--- src/rtl/usb_buf_pkg.sv ---
// Shared types and default sizing for the USB endpoint buffer arbiter.
package usb_buf_pkg;

   localparam int BUF_DEPTH        = 64;
   localparam int BUF_ADDR_W       = 6;
   localparam int BUF_DATA_W       = 8;
   localparam int BUF_STARVE_LIMIT = 4;

   typedef enum logic [2:0] {
      REQ_RX_STORE,
      REQ_TX_GET,
      REQ_AHB_STORE,
      REQ_AHB_GET,
      REQ_NONE
   } req_e;

   typedef enum logic {
      RUN,
      FLUSH
   } state_e;

endpackage

--- src/rtl/usb_buf_starve_ctr.sv ---
// Counts consecutive denied cycles of one pending requester; flags saturation.
module usb_buf_starve_ctr
   import usb_buf_pkg::*;
#(
   parameter int LIMIT = BUF_STARVE_LIMIT
) (
   input  logic clk,
   input  logic n_rst,
   input  logic req,
   input  logic gnt,
   output logic sat
);

   localparam int CW = $clog2(LIMIT + 1);

   logic [CW-1:0] cnt;

   always_ff @(posedge clk or negedge n_rst) begin
      if (!n_rst) begin
         cnt <= '0;
      end else if (!req || gnt) begin
         cnt <= '0;
      end else if (cnt != CW'(LIMIT)) begin
         cnt <= cnt + 1'b1;
      end
   end

   assign sat = (cnt == CW'(LIMIT));

endmodule

--- src/rtl/usb_buffer_arbiter.sv ---
// Single-port endpoint buffer scheduler: one RAM access per cycle, USB-first
// priority with starvation promotion for the AHB side, FIFO pointers and occupancy.
module usb_buffer_arbiter
   import usb_buf_pkg::*;
#(
   parameter int DEPTH        = BUF_DEPTH,
   parameter int ADDR_W       = BUF_ADDR_W,
   parameter int DATA_W       = BUF_DATA_W,
   parameter int STARVE_LIMIT = BUF_STARVE_LIMIT
) (
   input  logic              clk,
   input  logic              n_rst,
   input  logic              clear,
   input  logic              rx_store_req,
   input  logic [DATA_W-1:0] rx_store_data,
   input  logic              tx_get_req,
   input  logic              ahb_store_req,
   input  logic [DATA_W-1:0] ahb_store_data,
   input  logic              ahb_get_req,
   output logic              rx_store_gnt,
   output logic              tx_get_gnt,
   output logic              ahb_store_gnt,
   output logic              ahb_get_gnt,
   output logic              rd_valid,
   output logic [DATA_W-1:0] rd_data,
   output logic              rd_owner,
   output logic [ADDR_W:0]   buffer_occupancy,
   output logic              overflow,
   output logic              underflow,
   output logic [ADDR_W-1:0] ram_addr,
   output logic              ram_wen,
   output logic              ram_ren,
   output logic [DATA_W-1:0] ram_wdata,
   input  logic [DATA_W-1:0] ram_rdata
);

   state_e            state, state_nx;
   req_e              sel;
   logic [ADDR_W-1:0] wptr, rptr;
   logic [ADDR_W:0]   occ;
   logic              store_sat, get_sat;
   logic              run, full, empty, is_wr, is_rd, wr_go, rd_go;
   logic              rd_valid_q, rd_zero_q, rd_owner_q;

   usb_buf_starve_ctr #(.LIMIT(STARVE_LIMIT)) u_store_starve (
      .clk   (clk),
      .n_rst (n_rst),
      .req   (ahb_store_req),
      .gnt   (ahb_store_gnt),
      .sat   (store_sat)
   );

   usb_buf_starve_ctr #(.LIMIT(STARVE_LIMIT)) u_get_starve (
      .clk   (clk),
      .n_rst (n_rst),
      .req   (ahb_get_req),
      .gnt   (ahb_get_gnt),
      .sat   (get_sat)
   );

   always_ff @(posedge clk or negedge n_rst) begin
      if (!n_rst) state <= RUN;
      else        state <= state_nx;
   end

   // A clear wins over every request in the cycle it is seen, in either state.
   always_comb begin
      state_nx = clear ? FLUSH : RUN;
      run      = n_rst && (state == RUN) && !clear;
      sel      = REQ_NONE;
      if (run) begin
         if (ahb_store_req && store_sat)    sel = REQ_AHB_STORE;
         else if (ahb_get_req && get_sat)   sel = REQ_AHB_GET;
         else if (rx_store_req)             sel = REQ_RX_STORE;
         else if (tx_get_req)               sel = REQ_TX_GET;
         else if (ahb_store_req)            sel = REQ_AHB_STORE;
         else if (ahb_get_req)              sel = REQ_AHB_GET;
      end
   end

   assign rx_store_gnt  = (sel == REQ_RX_STORE);
   assign tx_get_gnt    = (sel == REQ_TX_GET);
   assign ahb_store_gnt = (sel == REQ_AHB_STORE);
   assign ahb_get_gnt   = (sel == REQ_AHB_GET);

   assign is_wr = rx_store_gnt || ahb_store_gnt;
   assign is_rd = tx_get_gnt || ahb_get_gnt;
   assign full  = (occ == (ADDR_W+1)'(DEPTH));
   assign empty = (occ == '0);
   assign wr_go = is_wr && !full;
   assign rd_go = is_rd && !empty;

   assign ram_wen   = wr_go;
   assign ram_ren   = rd_go;
   assign ram_addr  = wr_go ? wptr : (rd_go ? rptr : '0);
   assign ram_wdata = wr_go ? (rx_store_gnt ? rx_store_data : ahb_store_data) : '0;
   assign overflow  = is_wr && full;
   assign underflow = is_rd && empty;

   always_ff @(posedge clk or negedge n_rst) begin
      if (!n_rst) begin
         wptr       <= '0;
         rptr       <= '0;
         occ        <= '0;
         rd_valid_q <= 1'b0;
         rd_zero_q  <= 1'b0;
         rd_owner_q <= 1'b0;
      end else begin
         if (state == FLUSH) begin
            wptr <= '0;
            rptr <= '0;
            occ  <= '0;
         end else if (wr_go) begin
            wptr <= wptr + 1'b1;
            occ  <= occ + 1'b1;
         end else if (rd_go) begin
            rptr <= rptr + 1'b1;
            occ  <= occ - 1'b1;
         end
         rd_valid_q <= is_rd;
         rd_zero_q  <= is_rd && empty;
         if (is_rd) rd_owner_q <= ahb_get_gnt;
      end
   end

   // An empty read still completes, returning zero instead of stale RAM output.
   assign rd_valid         = rd_valid_q;
   assign rd_data          = (rd_valid_q && !rd_zero_q) ? ram_rdata : '0;
   assign rd_owner         = rd_owner_q;
   assign buffer_occupancy = occ;

endmodule
--- config.mk ---
export PLATFORM = sky130hd
export DESIGN_NAME = usb_buffer_arbiter
export DESIGN_NICKNAME = d
export VERILOG_FILES = /design/src/rtl/usb_buf_pkg.sv /design/src/rtl/usb_buf_starve_ctr.sv /design/src/rtl/usb_buffer_arbiter.sv
export SDC_FILE = /design/constraint.sdc
export NUM_CORES = 1
export LEC_CHECK = 0
export BUFFER_PORTS_ARGS = -buffer_cell sky130_fd_sc_hd__buf_2
export CORE_MARGIN = 2
export CORE_UTILIZATION = 25
export DETAILED_ROUTE_END_ITERATION = 8
export PLACE_DENSITY = 0.56
export REMOVE_ABC_BUFFERS = 1
export SYNTH_ARGS = -nofsm -noshare
export SYNTH_HDL_FRONTEND = slang
export SYNTH_SLANG_ARGS = --single-unit
--- constraint.sdc ---
create_clock -name clk -period 4.7 [get_ports clk]
set_input_delay 0.94 -clock clk [delete_from_list [all_inputs] [get_ports clk]]
set_output_delay 0.94 -clock clk [all_outputs]
set_load 0.05 [all_outputs]
==> results of run 1 <==
-- power groups by stage --
stage / sequential, mW / combinational, mW / clock (mW)
finish: 0.288 / 0.212 / 0.228
global route: 0.291 / 0.234 / 0.252
CTS: 0.288 / 0.213 / 0.237
detailed placement: 0.293 / 0.212 / 0
global placement: 0.292 / 0.209 / 0
floorplan: 0.317 / 0.125 / 0
-- routing by layer --
metal	routed length, um	GRT usage [%]	vias to the layer above
met1	2510	16.8	912
li1	-	-	959
met3	250	2.57	2
met5	0	0	-
met2	2470	20.2	44
met4	29	2.54	0
-- cells in the final DEF, fill, tap and decap left out, types with 6 or more instances in the layout --
cell type  instances
dfrtp_1           29
clkbuf_8           7
inv_1              6
nor3_1             6
buf_2             69
nor2_1            28
a21oi_1           22
ha_1              12
o21ai_1           10
nand3_1           10
o21ai_0            8
nand2_1           19
and2_1            10
-- flip-flops by register name, summed over array words and instances (netlist names) --
register	count
rptr	6
state	1
wptr	6
rd_zero_q	1
u_store_starve.cnt	3
buffer_occupancy	7
rd_valid	1
u_get_starve.cnt	3
rd_owner	1
-- through the flow --
step / worst slack, ps / utilization (%) / std cells / area, sq um
3_3_place_gp: 1030 / 31.5 / 396 / 2450
2_1_floorplan: 747 / - / 223 / 1960
5_1_grt: 747 / 32.8 / 404 / 2550
4_1_cts: 916 / 32.8 / 404 / 2550
3_5_place_dp: 984 / 31.5 / 396 / 2450
6_report: 945 / 32.8 / 404 / 2550
-- layout make-up --
cell class	count	share of cell area (%)
inverter	9	1.32
timing repair buffer	71	14.1
sequential	29	28.5
multi-input combinational	185	47.1
clock buffer	7	3.78
tap	102	5.00
clock inverter	1	0.196
-- synth_stat cells (all sizes together) --
cell type,number
clkbuf,4
nand2,20
and2,10
xor2,5
o21a,1
a21o,1
nand4,6
nor2,29
a21oi,23
inv,9
buf,4
or3,3
mux2i,3
nor4,2
o31ai,2
a22oi,1
nand2b,3
nor3b,2
nand3,12
ha,12
o211ai,2
nor2b,3
o21ai,18
or3b,1
and3,2
dfrtp,29
fa,1
a31oi,2
a22o,5
xnor2,5
o31a,1
nor3,8
a211o,1
a211oi,1
-- cells by family after synthesis --
logic type      count (synthesis)
compound gates                 58
xor+xnor                       10
fa+ha+maj                      13
buf+inv                        17
flops                          29
mux                             3
simple gates                  101
-- worst register-to-register path, stage by stage (launching register included) --
cell,delay [ps]
dfrtp_1,660
or3b_4,550
nor2_4,200
nand3_4,200
inv_2,380
fa_1,310
nor2b_1,80
o31ai_1,320
a21oi_1,160
a211o_1,290
a21oi_1,110
-- how the worst max path moves through the flow --
stage	from	endpoint	slack, ps	cells after the start
finish	state	ram_wdata[5]	940	7
global route	state	ram_wdata[3]	750	7
CTS	state	ram_wdata[5]	920	7
detailed placement	tx_get_req	ram_wdata[5]	980	8
global placement	tx_get_req	ram_wdata[5]	1030	8
floorplan	clear	ram_wdata[0]	750	6
==> flow_metrics.env, run 1 <==
export IMPL_synthXorXnorAreaFrac_pct=4.34
export IMPL_nFillCells=843
export IMPL_min_path_type="reg2reg"
export IMPL_gr_total_overflow=0
export IMPL_synth_largest_area_cell="dfrtp_1"
export IMPL_path_class="reg2out"
export IMPL_p_leak_nw=1.26
export IMPL_outcome="finished, final reports clean"
export IMPL_post_route_period_util_pct=79.9
export IMPL_grt_max_degree=31
export IMPL_slowest_delay_ps=660
export IMPL_relSlewSlack_pct=48.4
export IMPL_synthTopCellsByArea="dfrtp_1, ha_1, a21oi_1"
export IMPL_worstHoldStart="rptr[5]"
export IMPL_insertion_delay_ps=270
export IMPL_clock_sinks=29
export IMPL_share_seq_of_total_power_pct=39.6
export IMPL_rsz0062_at_grt="false"
export IMPL_drtAntennaViolNets=0
export IMPL_multiInputGateArea_sq_um=1200
export IMPL_num_antenna_cells=0
export IMPL_grt_use_total_pct=12.3
export IMPL_min_period_ps=3760
export IMPL_ys_warnings_count=0
export IMPL_ys_types=50
export IMPL_r2r_cells=10
export IMPL_cts_hold_buf=0
export IMPL_gp_congestion=0.783
export IMPL_ir_drop_mv=0.127
export IMPL_drt_total_wl_um=5260
export IMPL_switching_share_pct=35.4
export IMPL_ys_seq_area_share_pct=36.0
export IMPL_report_final_slew_viol_count=0
export IMPL_path_clk_slew_ps=70
export IMPL_drt_pass1_iter_count=4
export IMPL_grt_pass1_vias=1807
export IMPL_setup_viol_count_final=0
export IMPL_tightest_slew_ps=773
export IMPL_finClkSkew_ps=5.23
export IMPL_cts_tree="yes"
export IMPL_mappedNetlistArea_sq_um=2020
export IMPL_hold_depth=1
export IMPL_synthMuxAreaShare_pct=1.49
export IMPL_die_height_um=93.8
export IMPL_cp_arrival_ps=2820
export IMPL_antenna_found_initial=0
export IMPL_netSwitchingPower_mw=0.258
export IMPL_p_total_mw=0.728
export IMPL_max_freq_ghz=0.266
export IMPL_design_core_area_sq_um=7770
export IMPL_crit_family="simple AND/OR/NAND/NOR gates"
export IMPL_avgSynthCellArea_sq_um=8.73
export IMPL_reg2reg_to="buffer_occupancy[6]"
export IMPL_cts_resized_gates=0
export IMPL_synth_compound_area_share_pct=17.7
export IMPL_netlist_instances=231
export IMPL_cp_end_kind="primary output"
export IMPL_start_util_pct=26.0
export IMPL_fin_tns_setup_ps=0
export IMPL_vias_per_cell=4.75
export IMPL_finalNetCount=345
export IMPL_worst_setup_path_start_kind="flip-flop"
export IMPL_drive_gt1_share_pct=31.5
export IMPL_required_ps=3760
export IMPL_cp_max_fo=22
export IMPL_yosys_register_bits=29
export IMPL_clock_root_buffer="clkbuf_8"
export IMPL_drc=0
export IMPL_crit_chain="or3b_4 > nor2_4 > nand3_4 > inv_2 > o21ai_1 > a21oi_1 > buf_2"
export IMPL_die_x_um=93.8
export IMPL_grt_pass1_wl_um=8640
export IMPL_synth_top_family_by_area="simple AND/OR/NAND/NOR gates"
export IMPL_cp_slowest_cell="dfrtp_1"
export IMPL_synth_top_area_share_pct=36.0
export IMPL_hold_violations=0
export IMPL_regArea_sq_um=726
export IMPL_p_per_area_nw_per_um2=285
export IMPL_num_vias=1917
export IMPL_p_comb_share_pct=29.1
export IMPL_cts_buffers=5
export IMPL_p_int_mw=0.470
export IMPL_r2r_start="state"
export IMPL_rows=32
export IMPL_avgRoutedWirePerCell_um=13.0
export IMPL_p_clk_share_pct=31.4
export IMPL_worstHoldEndpoint="rptr[5]"
export IMPL_cts_htree_levels=2
export IMPL_design_die_area_sq_um=8800
export IMPL_syn2layout_area_growth_pct=26.4
export IMPL_cap_violations=0
export IMPL_hold_slack_ps=481
export IMPL_drt_initial_drc_count=78
export IMPL_path_buf_inv=2
export IMPL_post_cts_buffers=0
export IMPL_numPortBuffers=69
export IMPL_ios=70
export IMPL_yosys_area_share_simple_pct=27.6
export IMPL_r2r_slack_ps=1360
export IMPL_clock_path_buffers=2
export IMPL_detailed_place_hpwl_um=4050
export IMPL_synth_adder_area_share_pct=8.44
No activity file was read; power rests on OpenSTA's default activity.
==> run 2, diff against run 1 <==
==> constraint.sdc (replaced) <==
create_clock -name clk -period 3.8 [get_ports clk]
set_input_delay 0.76 -clock clk [delete_from_list [all_inputs] [get_ports clk]]
set_output_delay 0.76 -clock clk [all_outputs]
set_load 0.05 [all_outputs]
==> run 2 against run 1 <==
  * Power grew 19%
  * Cell count grew 0.50%
  * Clock power grew 11%
  * Die area stayed put
  * Critical path depth rose by 2
  * Worst setup slack worse by 610 ps
  * Clock skew is essentially flat
  * Wire length shrank 4.1%
==> flow_metrics.env, run 2 (same netlist as run 1, synthesis figures left out) <==
export IMPL_cts_resized_gates=0
export IMPL_drtAntennaViolNets=0
export IMPL_antenna_found_initial=0
export IMPL_start_util_pct=26.0
export IMPL_tightest_slew_ps=417
export IMPL_avgRoutedWirePerCell_um=12.4
export IMPL_insertion_delay_ps=280
export IMPL_cts_hold_buf=0
export IMPL_detailed_place_hpwl_um=3850
export IMPL_layout_commonest_cell="buf_2"
export IMPL_numPortBuffers=69
export IMPL_num_vias=1905
export IMPL_clock_path_buffers=2
export IMPL_die_x_um=93.8
export IMPL_cap_violations=0
export IMPL_largest_register_ffs=7
export IMPL_grt_max_degree=31
export IMPL_cts_tree="yes"
export IMPL_cp_arrival_ps=2710
export IMPL_slowest_delay_ps=390
export IMPL_gp_congestion=0.831
export IMPL_drc=0
export IMPL_nFillCells=837
export IMPL_p_per_area_nw_per_um2=341
export IMPL_crit_chain="inv_1 > ha_1 > and3_2 > o31ai_4 > nand3_4 > inv_2 > o21ai_1 > a21oi_1 > buf_2"
export IMPL_setup_viol_count_final=0
export IMPL_ir_drop_mv=0.185
export IMPL_finClkSkew_ps=4.99
export IMPL_cp_max_fo=22
export IMPL_cp_slowest_cell="inv_2"
export IMPL_outcome="finished, final reports clean"
export IMPL_path_class="reg2out"
export IMPL_path_clk_slew_ps=70
export IMPL_cp_end_kind="primary output"
export IMPL_required_ps=3040
export IMPL_max_freq_ghz=0.288
export IMPL_syn2layout_area_growth_pct=26.2
export IMPL_grt_pass1_vias=1792
export IMPL_grt_pass1_wl_um=8400
export IMPL_gr_total_overflow=0
export IMPL_clock_root_buffer="clkbuf_8"
export IMPL_relSlewSlack_pct=72.2
export IMPL_p_total_mw=0.868
export IMPL_clock_sinks=29
export IMPL_post_cts_buffers=0
export IMPL_num_antenna_cells=0
export IMPL_drive_gt1_share_pct=31.6
export IMPL_grt_use_total_pct=12.1
export IMPL_worst_setup_path_start_kind="flip-flop"
export IMPL_drt_total_wl_um=5050
export IMPL_post_route_period_util_pct=91.2
export IMPL_p_leak_nw=1.26
export IMPL_cts_buffers=5
export IMPL_min_path_type="reg2reg"
export IMPL_drt_initial_drc_count=104
export IMPL_drt_pass1_iter_count=4
export IMPL_fin_tns_setup_ps=0
export IMPL_report_final_slew_viol_count=0
export IMPL_vias_per_cell=4.69
export IMPL_finalNetCount=347
export IMPL_cts_htree_levels=2
export IMPL_final_cell_mix="buf_2, dfrtp_1, nor2_1, a21oi_1, nand2_1"
export IMPL_rows=32
export IMPL_hold_violations=0
export IMPL_rsz0062_at_grt="false"
export IMPL_die_height_um=93.8
export IMPL_min_period_ps=3470
export IMPL_place_inst=398
export IMPL_design_die_area_sq_um=8800
export IMPL_layoutNonFillerInstCount=406
export IMPL_ios=70
export IMPL_design_core_area_sq_um=7770
[run 2: cell type report]
class | count | area (sq um) | share of cell area, %
clock buffers | 6 | 72.6 | 2.85
flip-flops and latches | 29 | 726 | 28.5
multi-input cells | 185 | 1200 | 47.2
clock inverters | 2 | 10.0 | 0.393
well taps | 102 | 128 | 5.01
repair buffers | 73 | 375 | 14.7
inverters | 9 | 33.8 | 1.33
[run 2: worst max-delay path: cells and delay by family (launching register included)]
kind / cells / cell delay (ps)
buffers and inverters: 3 / 710
AO/OA/AOI/OAI: 3 / 600
AND/OR/NAND/NOR: 2 / 480
flip-flops: 1 / 380
adder cells (fa/ha/maj): 1 / 230
[run 2: path summary, 6_finish.rpt]
kind | end | slack, ps | from | cells past startpoint
setup / recovery | ram_wdata[3] | 330 | u_get_starve.cnt[0] | 9
hold / removal | rptr[5] | 480 | rptr[5] | 1
setup reg to reg | buffer_occupancy[6] | 630 | u_get_starve.cnt[0] | 12
hold reg to reg | rptr[5] | 480 | rptr[5] | 1
max in group asynchronous | buffer_occupancy[1] | 3010 | n_rst | 2
min in group asynchronous | rd_owner | 510 | n_rst | 2
[run 2: stage by stage]
step	worst slack [ps]	util [%]	cell area (sq um)	hold WS, ps
after floorplan	207	-	1960	447
after global placement	445	31.7	2460	464
after detailed placement	414	31.7	2460	470
after CTS	315	32.8	2550	479
after global routing	140	32.8	2550	510
final	334	32.8	2550	475
[run 2: per-layer routing]
layer | part of all wire [%] | track usage (%) | wire length (um)
met5 | 0 | 0 | 0
met4 | 1.1 | 3.86 | 57
met3 | 5.2 | 2.97 | 263
met2 | 46 | 19.8 | 2310
met1 | 48 | 15.6 | 2410
[run 2: power breakdown]
| group | switching, mW | leakage, nW | internal, mW |
|---|---|---|---|
| Clock | 0.126 | 0.0450 | 0.127 |
| Sequential | 0.0230 | 0.393 | 0.329 |
| Combinational | 0.173 | 0.822 | 0.0891 |
| Total | 0.322 | 1.26 | 0.545 |
==> run 3, diff against run 2 <==
--- a/config.mk
+++ b/config.mk
@@ -7,9 +7,9 @@
 export LEC_CHECK = 0
 export BUFFER_PORTS_ARGS = -buffer_cell sky130_fd_sc_hd__buf_2
 export CORE_MARGIN = 2
-export CORE_UTILIZATION = 25
+export CORE_UTILIZATION = 50
 export DETAILED_ROUTE_END_ITERATION = 8
-export PLACE_DENSITY = 0.56
+export PLACE_DENSITY = 0.9
 export REMOVE_ABC_BUFFERS = 1
 export SYNTH_ARGS = -nofsm -noshare
 export SYNTH_HDL_FRONTEND = slang
==> run 3 against run 2 <==
  * Clock power about the same
  * Clock skew decreased by 2.9 ps
  * Highest routed layer unchanged
  * Via count increased by 4.5%
  * Global-route usage increased by 11 points
==> flow_metrics.env, run 3 (same netlist as run 1, synthesis figures left out) <==
export IMPL_layout_commonest_cell="buf_2"
export IMPL_rsz0062_at_grt="false"
export IMPL_drt_initial_drc_count=128
export IMPL_die_x_um=67.5
export IMPL_avgRoutedWirePerCell_um=14.2
export IMPL_finalNetCount=346
export IMPL_syn2layout_area_growth_pct=22.8
export IMPL_cp_end_kind="primary output"
export IMPL_worst_slack_ps=380
export IMPL_use_met2_pct=41.5
export IMPL_drc=0
export IMPL_p_per_area_nw_per_um2=352
export IMPL_drive_gt1_share_pct=31.1
export IMPL_clock_sinks=29
export IMPL_clock_path_buffers=2
export IMPL_multiInputGateArea_sq_um=1200
export IMPL_cts_htree_levels=2
export IMPL_cp_slowest_cell="dfrtp_1"
export IMPL_cp_arrival_ps=2660
export IMPL_path_clk_slew_ps=60
export IMPL_p_leak_nw=1.25
export IMPL_cp_max_fo=22
export IMPL_drtAntennaViolNets=0
export IMPL_slowest_delay_ps=380
export IMPL_path_class="reg2out"
export IMPL_post_cts_buffers=0
export IMPL_rows=23
export IMPL_vias_per_cell=5.65
export IMPL_numPortBuffers=69
export IMPL_post_route_period_util_pct=90.0
export IMPL_cts_hold_buf=0
export IMPL_die_height_um=67.5
export IMPL_insertion_delay_ps=280
export IMPL_min_period_ps=3420
export IMPL_worst_setup_path_start_kind="flip-flop"
export IMPL_layoutNonFillerInstCount=352
export IMPL_gp_congestion=0.774
export IMPL_final_cell_mix="buf_2, dfrtp_1, nor2_1, a21oi_1, nand2_1"
export IMPL_num_antenna_cells=0
export IMPL_outcome="finished, final reports clean"
export IMPL_fin_tns_setup_ps=0
export IMPL_crit_chain="inv_1 > ha_1 > and3_2 > o31ai_4 > nand3_4 > inv_2 > o21ai_1 > a21oi_1 > buf_2"
export IMPL_met3_usage_pct=5.00
export IMPL_max_freq_ghz=0.292
export IMPL_gr_total_overflow=0
export IMPL_grt_use_total_pct=22.6
export IMPL_hold_violations=0
export IMPL_p_total_mw=0.873
export IMPL_dp_worst_setup_slack_ps=404
export IMPL_crit_family="buffers and inverters"
export IMPL_cts_tree="yes"
export IMPL_drt_total_wl_um=5020
export IMPL_grt_use_met1_pct=24.2
export IMPL_design_die_area_sq_um=4560
export IMPL_antenna_found_initial=0
export IMPL_min_path_type="reg2reg"
export IMPL_cap_violations=0
export IMPL_grt_pass1_vias=1803
export IMPL_num_vias=1990
export IMPL_start_util_pct=51.2
export IMPL_design_core_area_sq_um=3940
export IMPL_report_final_slew_viol_count=0
export IMPL_place_inst=345
export IMPL_busiest_layer="met2"
export IMPL_path_buf_inv=3
export IMPL_cts_resized_gates=0
export IMPL_regArea_sq_um=726
export IMPL_cts_buffers=5
export IMPL_finish_utilization_pct=62.8
export IMPL_detailed_place_hpwl_um=3830
export IMPL_drt_pass1_iter_count=4
export IMPL_finClkSkew_ps=2.09
export IMPL_ir_drop_mv=0.150
export IMPL_tightest_slew_ps=658
export IMPL_relSlewSlack_pct=55.7
export IMPL_clock_root_buffer="clkbuf_8"
export IMPL_nFillCells=331
export IMPL_largest_register_ffs=7
export IMPL_setup_viol_count_final=0
export IMPL_required_ps=3040
export IMPL_grt_max_degree=31
export IMPL_grt_pass1_wl_um=7690
export IMPL_ios=70
## run 3: power by group
group	leakage, nW	switching (mW)	total [mW]	internal (mW)
Sequential	0.393	0.0247	0.354	0.330
Combinational	0.816	0.178	0.267	0.0890
Clock	0.0443	0.109	0.252	0.143
## run 3: metrics by stage
stage                     hold WS [ps]  area, sq um
after floorplan                    447         1960
after global placement             468         2390
after detailed placement           485         2390
after CTS                          490         2480
after global routing               491         2480
final                              486         2480
## run 3: final timing paths
kind,start,end,slack [ps],cells after the start
worst max-delay path,u_get_starve.cnt[0],ram_wdata[3],380,9
worst min-delay path,rptr[5],rptr[5],490,1
worst max register to register,u_get_starve.cnt[0],buffer_occupancy[6],590,12
worst min register to register,rptr[5],rptr[5],490,1
max in group asynchronous,n_rst,u_store_starve.cnt[0],3020,2
min in group asynchronous,n_rst,wptr[5],500,2
## run 3: final cells by class
type / count / area share, %
Timing Repair Buffer: 72 / 14.8
Sequential cell: 29 / 29.3
Clock buffer: 7 / 3.48
Inverter: 9 / 1.36
Tap cell: 50 / 2.53
Multi-Input combinational cell: 185 / 48.5
## run 3: routing by layer
layer  routed length, um  vias to the layer above
met2                2600                       73
met3                 321                       14
met1                1950                      945
li1                    -                      958
met4                 142                        0
met5                   0                        -
